File: src/rtl/nn_loader_pkg.sv
// Shared types and elaboration-time topology helpers for the NN stream loader.
// Neuron counts are packed 16 bits per layer, layer 0 in the LSBs.
package nn_loader_pkg;

  typedef enum logic [1:0] {StIdle, StLoadW, StLoadX, StDrain} state_e;

  localparam int unsigned NeuronBits   = 16;
  localparam int unsigned MaxLayersCap = 16;

  typedef logic [MaxLayersCap*NeuronBits-1:0] neurons_vec_t;

  // Words for layer l: one bias plus one weight per input, for every neuron.
  function automatic int unsigned layer_words(input int unsigned l, input int unsigned n_inputs,
                                              input neurons_vec_t vec);
    int unsigned n_in;
    int unsigned n_out;
    n_out = 32'(vec[l*NeuronBits +: NeuronBits]);
    if (l == 0) begin
      n_in = n_inputs;
    end else begin
      n_in = 32'(vec[(l-1)*NeuronBits +: NeuronBits]);
    end
    return (n_in + 1) * n_out;
  endfunction

  function automatic int unsigned total_words(input int unsigned num_layers,
                                              input int unsigned n_inputs,
                                              input neurons_vec_t vec);
    int unsigned sum;
    sum = 0;
    for (int unsigned l = 0; l < num_layers; l++) begin
      sum += layer_words(l, n_inputs, vec);
    end
    return sum;
  endfunction

endpackage

File: src/rtl/nn_layer_addr_counter.sv
// Layer/word address counter for weight packets: wraps the address at each layer's
// last word and flags the final word of the whole weight set.
module nn_layer_addr_counter
  import nn_loader_pkg::*;
#(
  parameter int unsigned ADDR_WIDTH       = 16,
  parameter int unsigned MAX_LAYERS       = 4,
  parameter int unsigned NUMBER_LAYER     = 2,
  parameter int unsigned NUMBER_OF_INPUTS = 49,
  parameter logic [MAX_LAYERS*NeuronBits-1:0] NEURONS_VEC = {16'd0, 16'd0, 16'd3, 16'd10},
  localparam int unsigned LayerW = (MAX_LAYERS > 1) ? $clog2(MAX_LAYERS) : 1
) (
  input  logic                  clk,
  input  logic                  rst,
  input  logic                  clear,
  input  logic                  advance,
  output logic [LayerW-1:0]     layer,
  output logic [ADDR_WIDTH-1:0] addr,
  output logic                  layer_last,
  output logic                  total_last
);

  localparam neurons_vec_t VecExt = (MaxLayersCap*NeuronBits)'(NEURONS_VEC);
  localparam int unsigned TotalWords = total_words(NUMBER_LAYER, NUMBER_OF_INPUTS, VecExt);

  logic [ADDR_WIDTH-1:0] last_addr [MAX_LAYERS];

  for (genvar g = 0; g < MAX_LAYERS; g++) begin : g_last
    assign last_addr[g] = ADDR_WIDTH'(layer_words(g, NUMBER_OF_INPUTS, VecExt) - 1);
  end

  logic [LayerW-1:0]     layer_q;
  logic [ADDR_WIDTH-1:0] addr_q;
  logic [31:0]           count_q;

  assign layer      = layer_q;
  assign addr       = addr_q;
  assign layer_last = (addr_q == last_addr[layer_q]);
  assign total_last = (count_q == 32'(TotalWords - 1));

  always_ff @(posedge clk) begin
    if (rst || clear) begin
      layer_q <= '0;
      addr_q  <= '0;
      count_q <= '0;
    end else if (advance) begin
      count_q <= count_q + 32'd1;
      if (layer_last) begin
        addr_q  <= '0;
        layer_q <= layer_q + 1'b1;
      end else begin
        addr_q <= addr_q + 1'b1;
      end
    end
  end

endmodule

File: src/rtl/nn_stream_loader.sv
// AXI-Stream ingress for the NN coprocessor: routes weight packets into per-layer memory
// and input frames into the input buffer, checking packet length against the topology.
module nn_stream_loader
  import nn_loader_pkg::*;
#(
  parameter int unsigned DATA_WIDTH       = 32,
  parameter int unsigned ADDR_WIDTH       = 16,
  parameter int unsigned MAX_LAYERS       = 4,
  parameter int unsigned NUMBER_LAYER     = 2,
  parameter logic [MAX_LAYERS*NeuronBits-1:0] NEURONS_VEC = {16'd0, 16'd0, 16'd3, 16'd10},
  parameter int unsigned NUMBER_OF_INPUTS = 49,
  localparam int unsigned LayerW = (MAX_LAYERS > 1) ? $clog2(MAX_LAYERS) : 1,
  localparam int unsigned XAddrW = (NUMBER_OF_INPUTS > 1) ? $clog2(NUMBER_OF_INPUTS) : 1
) (
  input  logic                  clk,
  input  logic                  rst,
  input  logic [DATA_WIDTH-1:0] rx_tdata,
  input  logic                  rx_tvalid,
  input  logic                  rx_tlast,
  output logic                  rx_tready,
  input  logic                  start_load_w,
  output logic                  w_wr_en,
  output logic [LayerW-1:0]     w_wr_layer,
  output logic [ADDR_WIDTH-1:0] w_wr_addr,
  output logic [DATA_WIDTH-1:0] w_wr_data,
  output logic                  x_wr_en,
  output logic [XAddrW-1:0]     x_wr_addr,
  output logic [DATA_WIDTH-1:0] x_wr_data,
  output logic                  x_frame_valid,
  input  logic                  x_frame_ack,
  output logic                  weights_loaded,
  output logic                  len_err
);

  state_e                state_q;
  logic                  w_wr_en_q, x_wr_en_q, x_frame_valid_q, weights_loaded_q, len_err_q;
  logic [LayerW-1:0]     w_wr_layer_q;
  logic [ADDR_WIDTH-1:0] w_wr_addr_q;
  logic [DATA_WIDTH-1:0] w_wr_data_q, x_wr_data_q;
  logic [XAddrW-1:0]     x_wr_addr_q, x_idx_q;

  logic                  accept, x_last, cnt_clear, cnt_advance, total_last;
  logic [LayerW-1:0]     cnt_layer;
  logic [ADDR_WIDTH-1:0] cnt_addr;

  assign rx_tready   = (state_q != StIdle);
  assign accept      = rx_tvalid & rx_tready;
  assign x_last      = (x_idx_q == XAddrW'(NUMBER_OF_INPUTS - 1));
  assign cnt_clear   = (state_q == StIdle) & start_load_w;
  assign cnt_advance = (state_q == StLoadW) & accept;

  nn_layer_addr_counter #(
    .ADDR_WIDTH      (ADDR_WIDTH),
    .MAX_LAYERS      (MAX_LAYERS),
    .NUMBER_LAYER    (NUMBER_LAYER),
    .NUMBER_OF_INPUTS(NUMBER_OF_INPUTS),
    .NEURONS_VEC     (NEURONS_VEC)
  ) u_counter (
    .clk       (clk),
    .rst       (rst),
    .clear     (cnt_clear),
    .advance   (cnt_advance),
    .layer     (cnt_layer),
    .addr      (cnt_addr),
    .layer_last(),
    .total_last(total_last)
  );

  always_ff @(posedge clk) begin
    if (rst) begin
      state_q          <= StIdle;
      w_wr_en_q        <= 1'b0;
      w_wr_layer_q     <= '0;
      w_wr_addr_q      <= '0;
      w_wr_data_q      <= '0;
      x_wr_en_q        <= 1'b0;
      x_wr_addr_q      <= '0;
      x_wr_data_q      <= '0;
      x_idx_q          <= '0;
      x_frame_valid_q  <= 1'b0;
      weights_loaded_q <= 1'b0;
      len_err_q        <= 1'b0;
    end else begin
      w_wr_en_q <= 1'b0;
      x_wr_en_q <= 1'b0;
      if (x_frame_valid_q && x_frame_ack) begin
        x_frame_valid_q <= 1'b0;
      end
      unique case (state_q)
        StIdle: begin
          if (start_load_w) begin
            weights_loaded_q <= 1'b0;
            len_err_q        <= 1'b0;
            state_q          <= StLoadW;
          end else if (weights_loaded_q && !x_frame_valid_q && rx_tvalid) begin
            x_idx_q <= '0;
            state_q <= StLoadX;
          end
        end
        StLoadW: begin
          if (accept) begin
            w_wr_en_q    <= 1'b1;
            w_wr_layer_q <= cnt_layer;
            w_wr_addr_q  <= cnt_addr;
            w_wr_data_q  <= rx_tdata;
            if (total_last) begin
              if (rx_tlast) begin
                weights_loaded_q <= 1'b1;
                state_q          <= StIdle;
              end else begin
                len_err_q <= 1'b1;
                state_q   <= StDrain;
              end
            end else if (rx_tlast) begin
              // Short packet: writes already issued stay, weight set stays invalid.
              len_err_q <= 1'b1;
              state_q   <= StIdle;
            end
          end
        end
        StLoadX: begin
          if (accept) begin
            x_wr_en_q   <= 1'b1;
            x_wr_addr_q <= x_idx_q;
            x_wr_data_q <= rx_tdata;
            x_idx_q     <= x_idx_q + 1'b1;
            if (x_last) begin
              if (rx_tlast) begin
                x_frame_valid_q <= 1'b1;
                state_q         <= StIdle;
              end else begin
                len_err_q <= 1'b1;
                state_q   <= StDrain;
              end
            end else if (rx_tlast) begin
              len_err_q <= 1'b1;
              state_q   <= StIdle;
            end
          end
        end
        StDrain: begin
          if (accept && rx_tlast) begin
            state_q <= StIdle;
          end
        end
        default: state_q <= StIdle;
      endcase
    end
  end

  assign w_wr_en        = w_wr_en_q;
  assign w_wr_layer     = w_wr_layer_q;
  assign w_wr_addr      = w_wr_addr_q;
  assign w_wr_data      = w_wr_data_q;
  assign x_wr_en        = x_wr_en_q;
  assign x_wr_addr      = x_wr_addr_q;
  assign x_wr_data      = x_wr_data_q;
  assign x_frame_valid  = x_frame_valid_q;
  assign weights_loaded = weights_loaded_q;
  assign len_err        = len_err_q;

endmodule

File: config.mk
export PLATFORM = sky130hd
export DESIGN_NAME = nn_stream_loader
export DESIGN_NICKNAME = d
export VERILOG_FILES = /design/src/rtl/nn_loader_pkg.sv /design/src/rtl/nn_layer_addr_counter.sv /design/src/rtl/nn_stream_loader.sv
export SDC_FILE = /design/constraint.sdc
export NUM_CORES = 1
export LEC_CHECK = 0
export CORE_MARGIN = 2
export CORE_UTILIZATION = 51
export DETAILED_ROUTE_END_ITERATION = 10
export PLACE_DENSITY = 0.8
export SYNTH_ARGS = -nofsm -noshare
export SYNTH_HDL_FRONTEND = slang
export SYNTH_HIERARCHICAL = 1
export SYNTH_SLANG_ARGS = --single-unit
File: constraint.sdc
create_clock -name clk -period 3.6 [get_ports clk]
set_input_delay 0.72 -clock clk [delete_from_list [all_inputs] [get_ports clk]]
set_output_delay 0.72 -clock clk [all_outputs]
set_load 0.02 [all_outputs]
==> results of run 1 <==
layer usage:
layer  global-route usage, %  part of all wire, %
met1                   31.61                   44
met2                   40.74                   48
met3                   4.916                  5.4
met4                   10.28                  2.2
met5                       0                    0
metrics by stage:
step / cell area (um^2) / setup slack (ns)
4_1_cts: 8297 / 0.8682
2_1_floorplan: 6339 / 0.9833
3_3_place_gp: 7716 / 0.6012
5_1_grt: 8297 / 0.6888
3_5_place_dp: 7716 / 0.5717
6_report: 8297 / 0.8661
worst register-to-register path: cells and delay by family (launching register included):
family	cells	cell delay [ns]
buffers and inverters	2	0.27
adder cells (fa/ha/maj)	1	0.29
AND/OR/NAND/NOR	5	1.49
flip-flops	1	0.40
AO/OA/AOI/OAI	1	0.11
logic make-up (layout without fill, tap and decap cells):
kind of cell / count (synthesis) / in the layout / synth area share (%)
muxes: 6 / 6 / 0.9475
and+or+nand+nor: 376 / 376 / 27.52
adders and majority gates: 11 / 11 / 2.171
DFF: 151 / 151 / 47.69
buffers and inverters: 66 / 194 / 4.540
xor gates and xnor gates: 40 / 40 / 5.527
AOI/OAI and AO/OA: 131 / 131 / 11.61
path summary, 6_finish.rpt:
check	to	slack [ns]	depth (start not counted)
setup / recovery	rx_tready	0.87	4
hold reg to reg	w_wr_addr[13]	0.45	2
hold / removal	w_wr_addr[13]	0.45	2
setup reg to reg	u_counter/count_q[31]	0.90	9
sequential cells by signal, summed over array words and instances, names as in the netlist:
name               count
len_err                1
state_q                2
u_counter/addr        16
u_counter/count_q     32
u_counter/layer        2
w_wr_addr             16
w_wr_data             32
w_wr_en                1
w_wr_layer             2
weights_loaded         1
x_frame_valid          1
x_idx_q                6
x_wr_addr              6
x_wr_data             32
x_wr_en                1
report_power, final:
part	switching, W	leakage, nW	internal (W)
registers	0.0000405	1.22	0.00173
clock network	0.000685	0.278	0.00105
logic	0.000463	1.23	0.000280
placed cells by master (no fill, tap or decap), types with 3 or more instances in the layout:
| master | Yosys | layout |
|---|---|---|
| nor3_1 | 10 | 10 |
| nand3_1 | 20 | 20 |
| dfxtp_1 | 151 | 151 |
| nand2b_1 | 6 | 6 |
| a21oi_1 | 103 | 103 |
| xor2_1 | 17 | 17 |
| buf_4 | 1 | 8 |
| and3_1 | 6 | 6 |
| mux2i_1 | 6 | 6 |
| inv_1 | 23 | 23 |
| nor4b_1 | 3 | 3 |
| and4_1 | 5 | 5 |
| o21ai_1 | 6 | 6 |
| a31oi_1 | 3 | 3 |
| clkbuf_16 | 0 | 17 |
| o211ai_1 | 3 | 3 |
| clkdlybuf4s50_1 | 0 | 130 |
| xnor2_1 | 23 | 23 |
| nor4_1 | 16 | 16 |
| clkinvlp_4 | 0 | 3 |
| o21ai_0 | 4 | 4 |
| ha_1 | 11 | 11 |
| nand3b_1 | 3 | 3 |
| nand2_1 | 210 | 210 |
| or3_1 | 5 | 5 |
| or4_1 | 3 | 3 |
| nor2_1 | 54 | 54 |
| nand4_1 | 15 | 15 |
| nor3_2 | 3 | 3 |
| clkinv_2 | 0 | 3 |
layout make-up:
type,instances,area [um^2]
fill,975,3765
multi-input combinational,564,3028
sequential,151,3023
timing repair buffer,138,1361
clock buffer,20,456.7
tap,168,210.2
clock inverter,11,123.9
inverter,25,93.84
==> out/qor.yml, run 1 <==
antenna_found_initial: 0
worstReg2RegStart: "state_q[0]"
routed_wl_um: 16250
cts_tree: "yes"
viasPerCell: 5.332
rows: 40
crit_path_start: "state_q[0]"
final.period_utilization_pct: 75.94
drc: 0
antenna_cells: 0
worst_hold_slack_ns: 0.4520
hold_start: "w_wr_addr[13]"
die_w_um: 115.5
firstDrtPassIters: 5
timing.fmax_mhz: 365.8
wl_per_cell_um: 15.08
cp_top_family: "buffers and inverters"
final_nets: 946
post_cts_buffers: 0
synth_flop_cell: "dfxtp_1"
crit_arrival_ns: 2.01
clk_pin_slew_worst_paths_ns: 0.06
ir_worst_vdd_mv: 0.3445
num_io_pins: 132
synth.avg_cell_area_um2: 8.116
area_delta_synth_final_pct: 30.89
grt_use_total_pct: 24.66
drive_gt1_share_pct: 6.161
dp_hpwl_um: 11010
grt_pass1_vias: 5268
synth_seq_area_share_pct: 47.69
crit_type: "flip-flop to primary output"
async_flop_share_pct: 0
rsz0062_at_grt: "no"
cap_violations: 0
core_um2: 12060
grt_max_degree: 53
ctsHoldBuffers: 0
max_slew_margin_pct: 58.37
crit_buf_inv: 3
clockRootBuffer: "clkbuf_16"
max_stage_delay_ns: 0.62
grt_first_pass_wirelength_um: 26070
cpMostUsedCell: "inv_1"
synth_top_area_share_pct: 47.69
port_buffers: 131
synthMostInstantiatedCell: "nand2_1"
fin_skew_ns: 0.005162
post_layout_nonfiller_instances: 1077
powerDensity_nw_per_um2: 512.9
fin_crit_ns: 2.734
place.gp.congestion: 0.8503
hp-class: "flip-flop to flip-flop"
leakagePower_nw: 2.728
die_height_um: 115.5
cp_max_fo: 5
htreeDepth: 4
cp.required_ns: 2.88
setup_viol: 0
via_count: 5743
cts.path.max_buffers: 2
yosysTopAreaCell: "dfxtp_1"
cp_cell_sequence: "inv_1 -> ha_1 -> inv_1 -> clkdlybuf4s50_1"
syn_area_um2: 6339
grt-ovfl-total: 0
synth.distinct_cells: 52
synthCells: 781
finalHoldViolations: 0
start_kind: "flip-flop"
yosysWarnings: 6
synth-seq-cells: 151
end_kind: "primary output"
finalPower_w: 0.004255
floorplan.initialDensity_pct: 52.55
cts_buffers: 17
fin_util_pct: 68.79
cts.sinks: 151
insertion_delay_ns: 0.42
cp_slowest_cell: "clkdlybuf4s50_1"
synth_enable_flop_cells: 0
drtIter0Drc: 514
maxSlewViolCount: 0
synth_nets: 830
status: "complete, no violations"
max_slew.worst_pin.slew_ns: 0.6187
drt.antenna.violating_nets: 0
cts-resized-gates: 0
yosys-top-cells-count: "210 x nand2_1, 151 x dfxtp_1, 103 x a21oi_1"
synth_area_leaders: "dfxtp_1 48%, nand2_1 12%, a21oi_1 8.1%"
place_inst: 1046
die_area_um2: 13340
setup_tns_ns: 0
Power figures use the tool's default switching activity.
==> run 2: changes to the inputs <==
--- a/config.mk
+++ b/config.mk
@@ -6,9 +6,9 @@
 export NUM_CORES = 1
 export LEC_CHECK = 0
 export CORE_MARGIN = 2
-export CORE_UTILIZATION = 51
+export CORE_UTILIZATION = 46
 export DETAILED_ROUTE_END_ITERATION = 10
-export PLACE_DENSITY = 0.8
+export PLACE_DENSITY = 0.76
 export SYNTH_ARGS = -nofsm -noshare
 export SYNTH_HDL_FRONTEND = slang
 export SYNTH_HIERARCHICAL = 1
==> constraint.sdc (replaced) <==
create_clock -name clk -period 2.5 [get_ports clk]
set_input_delay 0.5 -clock clk [delete_from_list [all_inputs] [get_ports clk]]
set_output_delay 0.5 -clock clk [all_outputs]
set_load 0.02 [all_outputs]
==> run 2 against run 1 <==
Compared with the run above:
- sequential share of layout area decreased by 0.65 points
- combinational power rose by 56%
- sequential cell count stayed put
- sequential power is 43% higher
- utilization decreased by 5.5 points
- wire length down 0.38%
- largest power group unchanged
==> out/qor.yml, run 2 (synthesis gave the netlist of run 1 again) <==
ir_worst_vdd_mv: 0.4620  # was 0.3445 mV
ctsHoldBuffers: 0  # unchanged
p_int_w: 0.004349  # was 0.003067 W
final_cell_mix: "210 x nand2_1, 151 x dfxtp_1, 130 x clkdlybuf4s50_1"  # unchanged
final_nets: 963  # was 946
clockRootBuffer: "clkbuf_16"  # unchanged
cp_slowest_cell: "or4_1"  # was clkdlybuf4s50_1
cp_cell_sequence: "inv_1 -> ha_2 -> and2b_4 -> nand2_2 -> inv_2 -> nand4_1 -> or4_1 -> or3_1 -> a21oi_1"  # was inv_1 -> ha_1 -> inv_1 -> clkdlybuf4s50_1
start_kind: "flip-flop"  # unchanged
swShare_pct: 29.02  # was 27.92%
viasPerCell: 5.258  # was 5.332
crit_arrival_ns: 2.73  # was 2.01 ns
powerDensity_nw_per_um2: 725.2  # was 512.9 nW/um^2
max_slew_margin_pct: 60.12  # was 58.37%
fin_crit_ns: 2.376
drive_gt1_share_pct: 8.198  # was 6.161%
die_area_um2: 14730  # was 13340 um^2
clk_pin_slew_worst_paths_ns: 0.06  # about the same
final.period_utilization_pct: 95.03
maxSlewViolCount: 0  # unchanged
drtIter0Drc: 421  # was 514
core_um2: 13350  # was 12060 um^2
timing.fmax_mhz: 420.9
pwr-share-seq_pct: 41.6  # was 41.7%
grt_pass1_vias: 5304  # was 5268
fin_util_pct: 63.29  # was 68.79%
post_cts_buffers: 0  # unchanged
max_stage_delay_ns: 0.56  # was 0.62 ns
port_buffers: 131  # unchanged
cts.path.max_buffers: 2  # unchanged
dp_hpwl_um: 10740  # was 11010 um
place.gp.congestion: 0.8270  # was 0.8503
max_slew.worst_pin.slew_ns: 0.5982  # was 0.6187 ns
cts.sinks: 151  # unchanged
power_frac_comb_pct: 18.9  # was 17.4%
setup_viol: 0  # unchanged
firstDrtPassIters: 5  # unchanged
grt_max_degree: 53  # unchanged
grt_first_pass_wirelength_um: 25650  # was 26070 um
antenna_found_initial: 0  # unchanged
cap_violations: 0  # unchanged
die_w_um: 121.4  # was 115.5 um
status: "complete, no violations"  # unchanged
die_height_um: 121.4  # was 115.5 um
fill_cells: 1173  # was 975
worst_hold_slack_ns: 0.4519  # was 0.4520 ns
post_layout_nonfiller_instances: 1103  # was 1077
cp.required_ns: 2.85  # was 2.88 ns
via_count: 5800  # was 5743
cts_buffers: 17  # unchanged
rsz0062_at_grt: "no"  # unchanged
cts_tree: "yes"  # unchanged
insertion_delay_ns: 0.42  # about the same
cp_max_fo: 7  # was 5
register_area_um2: 3023  # unchanged
leakagePower_nw: 2.813  # was 2.728 nW
multi_input_area_um2: 3040  # was 3028 um^2
grt-ovfl-total: 0  # unchanged
place_inst: 1071  # was 1046
num_io_pins: 132  # unchanged
end_kind: "flip-flop"  # was primary output
clockPowerShare_pct: 39.6  # was 40.8%
wl_per_cell_um: 14.67  # was 15.08 um
drc: 0  # unchanged
routed_wl_um: 16180  # was 16250 um
fin_skew_ns: 0.006694  # was 0.005162 ns
rows: 42  # was 40
switchingPower_w: 0.001778  # was 0.001188 W
drt.antenna.violating_nets: 0  # unchanged
area_delta_synth_final_pct: 33.28  # was 30.89%
htreeDepth: 4  # unchanged
layout_commonest_cell: "nand2_1"  # unchanged
floorplan.initialDensity_pct: 47.49  # was 52.55%
grt_use_total_pct: 21.86  # was 24.66%
antenna_cells: 0  # unchanged
crit_type: "flip-flop to flip-flop"  # was flip-flop to primary output
hp-class: "flip-flop to flip-flop"  # unchanged
finalHoldViolations: 0  # unchanged
==> run 2: cell types whose count changed in the layout (fill, tap and decap cells not counted), sizes merged <==
cell      before  now
buf            8   25
inv           26   29
bufinv         2    1
clkbuf        20   19
clkinv         5    6
clkinvlp       3    2
==> run 2: final timing paths <==
| path | slack (ns) | startpoint | endpoint | cells past startpoint |
|---|---|---|---|---|
| max | 0.12 | state_q[1] | u_counter/count_q[18] | 9 |
| min | 0.45 | w_wr_data[25] | w_wr_data[25] | 2 |
| max reg2reg | 0.12 | state_q[1] | u_counter/count_q[18] | 9 |
| min reg2reg | 0.45 | w_wr_data[25] | w_wr_data[25] | 2 |
==> run 2: metal layers <==
metal  vias to the layer above  GRT usage, %  routed length, um  part of all wire, %
li1                       2889             -                  -                    -
met1                      2730         28.10               7305                   45
met2                       163         35.96               7817                   48
met3                        18         5.169                779                  4.8
met4                         0         7.615                281                  1.7
met5                         -             0                  0                    0
==> run 2: critical path, delay by kind of cell, from the launching register on <==
kind / cells / cell delay (ns)
simple gates: 5 / 1.38
buf+inv: 2 / 0.20
fa+ha+maj: 1 / 0.21
compound gates: 1 / 0.15
flops: 1 / 0.37
==> run 2: metrics by stage <==
step	cell area, um^2	total power [W]	setup WS (ns)	setup TNS [ns]
floorplan	6357	0.003303	0.01777	0
global placement	7889	0.003736	-0.06638	-0.2820
detailed placement	7889	0.003745	-0.09511	-0.4822
CTS	8446	0.006160	0.06391	0
global route	8448	0.006370	0.01053	0
finish	8448	0.006127	0.1243	0
==> run 2: cell type report <==
| cell class | count | area share [%] |
|---|---|---|
| repair buffers | 155 | 17.92 |
| flip-flops and latches | 151 | 35.78 |
| clock buffers | 19 | 5.124 |
| multi-input cells | 564 | 35.99 |
| inverters | 25 | 1.111 |
| clock inverters | 13 | 1.466 |
| well taps | 176 | 2.607 |
==> run 2: power groups by stage <==
stage | clock (W) | combinational [W] | sequential (W)
floorplan | 0 | 0.000617 | 0.00269
global placement | 0 | 0.00114 | 0.00260
detailed placement | 0 | 0.00114 | 0.00260
CTS | 0.00246 | 0.00115 | 0.00255
global route | 0.00256 | 0.00126 | 0.00256
finish | 0.00242 | 0.00116 | 0.00255
==> run 2: repair_timing <==
item | in CTS | in global routing
gates resized for setup | 0 | 1
endpoints found under the setup margin | 0 | 8
hold endpoints to repair | 0 | 0
==> variant, RTL diff (config.mk and constraints of run 1) <==
Reset style: asynchronous (`rst`), changed in one clocked block.
--- a/src/rtl/nn_stream_loader.sv
+++ b/src/rtl/nn_stream_loader.sv
@@ -68,3 +68,3 @@
 
-  always_ff @(posedge clk) begin
+  always_ff @(posedge clk or posedge rst) begin
     if (rst) begin
Function: differs if rst is asserted again (counterexample within 4 cycles, from zero or initial values and one cycle with rst high); with rst held inactive, the same outputs for 10 cycles.
==> variant against run 1 <==
  * Cell area increased by 4.3%
  * Synthesized area grew 4.3%
  * Synthesized cell count is 17% lower
  * Sequential cell count stayed put
  * Critical endpoint is now u_counter/addr[13]$_SDFFE_PP0P_
  * Sequential share of layout area is 4.3 points higher
  * Routed wire length down 5.0%
  * Worst setup slack got worse by 76 ps
Power is not compared: it rests on default switching activity, and its combinational part moved more than twofold at a synthesized area within 25%.
==> variant: results (changes against run 1) <==
synth_nets: 697  # was 830
rr_worst_depth: 11  # was 9
max_stage_delay_ps: 420  # was 620 ps
hold_start: "x_wr_data[15]$_DFFE_PP0P_"  # was w_wr_addr[13]$_SDFFE_PP0P_
grt_pass1_vias: 5153  # was 5268
reg2reg_slack_ps: 790  # was 900 ps
place_inst: 932  # was 1046
synth_common_cells: "139 x nand2_1, 101 x dfrtp_1, 57 x nor2_1"  # was 210 x nand2_1, 151 x dfxtp_1, 103 x a21oi_1
cpMaxStageDelayCell: "dfrtp_1"  # was clkdlybuf4s50_1
post-place-ws_ps: 487  # was 572 ps
fin_nets: 828  # was 946
grt_pass1_wl_mm: 26.0  # was 26.1 mm
status: "finished clean"  # unchanged
crit_arrival_ps: 3100  # was 2010 ps
synth_ff_type: "dfrtp_1"  # was dfxtp_1
async_reset_ff_share_pct: 66.9  # was 0%
path_delay_family: "simple AND/OR/NAND/NOR gates"  # was buffers and inverters
place_congestion: 0.858  # was 0.850
avgViaCountPerCell: 5.37  # was 5.33
grt_use_total_pct: 23.3  # was 24.7%
path_max_fanout: 12  # was 5
synth_compound_area_share_pct: 4.45  # was 11.6%
dp_hpwl_mm: 10.8  # was 11.0 mm
rr_startpoint: "state_q[0]$_DFFE_PP0P_"  # was state_q[0]$_SDFFE_PP0P_
final_util_pct: 68.6  # was 68.8%
clock_skew_ps: 7.53  # was 5.16 ps
dpl_cell_area_sq_mm: 0.00806  # was 0.00772 sq mm
ys_seq_area_share_pct: 53.3  # was 47.7%
wirelength_mm: 15.4  # was 16.2 mm
tightest_slew_ps: 687  # was 619 ps
drive_gt1_share_pct: 12.4  # was 6.16%
synth_xor_xnor_area_share_pct: 5.43  # was 5.53%
yosys.cell_types.count: 55  # was 52
min_delay_worst_endpoint: "x_wr_data[15]$_DFFE_PP0P_"  # was w_wr_addr[13]$_SDFFE_PP0P_
wl_per_cell_um: 16.0  # was 15.1 um
synthTopCellsByArea: "dfrtp_1 38%, dfxtp_1 15%, mux2_2 8.7%, nand2_1 7.9%, nor2_1 3.2%"  # was dfxtp_1 48%, nand2_1 12%, a21oi_1 8.1%, nor2_1 3.2%, xnor2_1 3.2%
==> variant: tightest hold or removal path, cell delays in order, from the launching register on <==
cell and delay [ps]:
dfrtp_1 340, nand2_1 50, nand2_1 50
==> variant: area by class of cell <==
type	count	area [sq um]
clock buffer	28	571
clock inverter	4	27.5
fill	977	3970
inverter	27	104
multi-input combinational	445	2840
sequential	151	3530
tap	172	215
timing repair buffer	137	1370
==> variant: logic make-up (layout without fill, tap and decap cells) <==
group | after synthesis | count (layout)
AND/OR/NAND/NOR | 296 | 296
flip-flops | 151 | 151
multiplexers | 57 | 57
buffers and inverters | 52 | 196
XOR/XNOR | 41 | 41
AO/OA/AOI/OAI | 40 | 40
adder cells (fa/ha/maj) | 11 | 11
==> variant: worst max-delay path by stage <==
| stage | cells past startpoint | to | start | slack, ps |
|---|---|---|---|---|
| floorplan | 1 | len_err$_DFFE_PP0P_ | rst | 230 |
| global placement | 8 | u_counter/count_q[31]$_SDFFE_PP0P_ | rx_tvalid | 600 |
| detailed placement | 10 | u_counter/addr[13]$_SDFFE_PP0P_ | rx_tvalid | 490 |
| CTS | 10 | u_counter/count_q[31]$_SDFFE_PP0P_ | state_q[0]$_DFFE_PP0P_ | 820 |
| global route | 10 | u_counter/count_q[31]$_SDFFE_PP0P_ | state_q[0]$_DFFE_PP0P_ | 530 |
| finish | 11 | u_counter/addr[13]$_SDFFE_PP0P_ | state_q[0]$_DFFE_PP0P_ | 790 |
==> variant: metal layers <==
metal	vias to the layer above	wire [um]	global-route usage, %
met3	31	835	5.14
met2	166	7720	40.2
met5	-	0	0
met1	2505	6580	28.7
li1	2474	-	-
met4	0	302	8.43
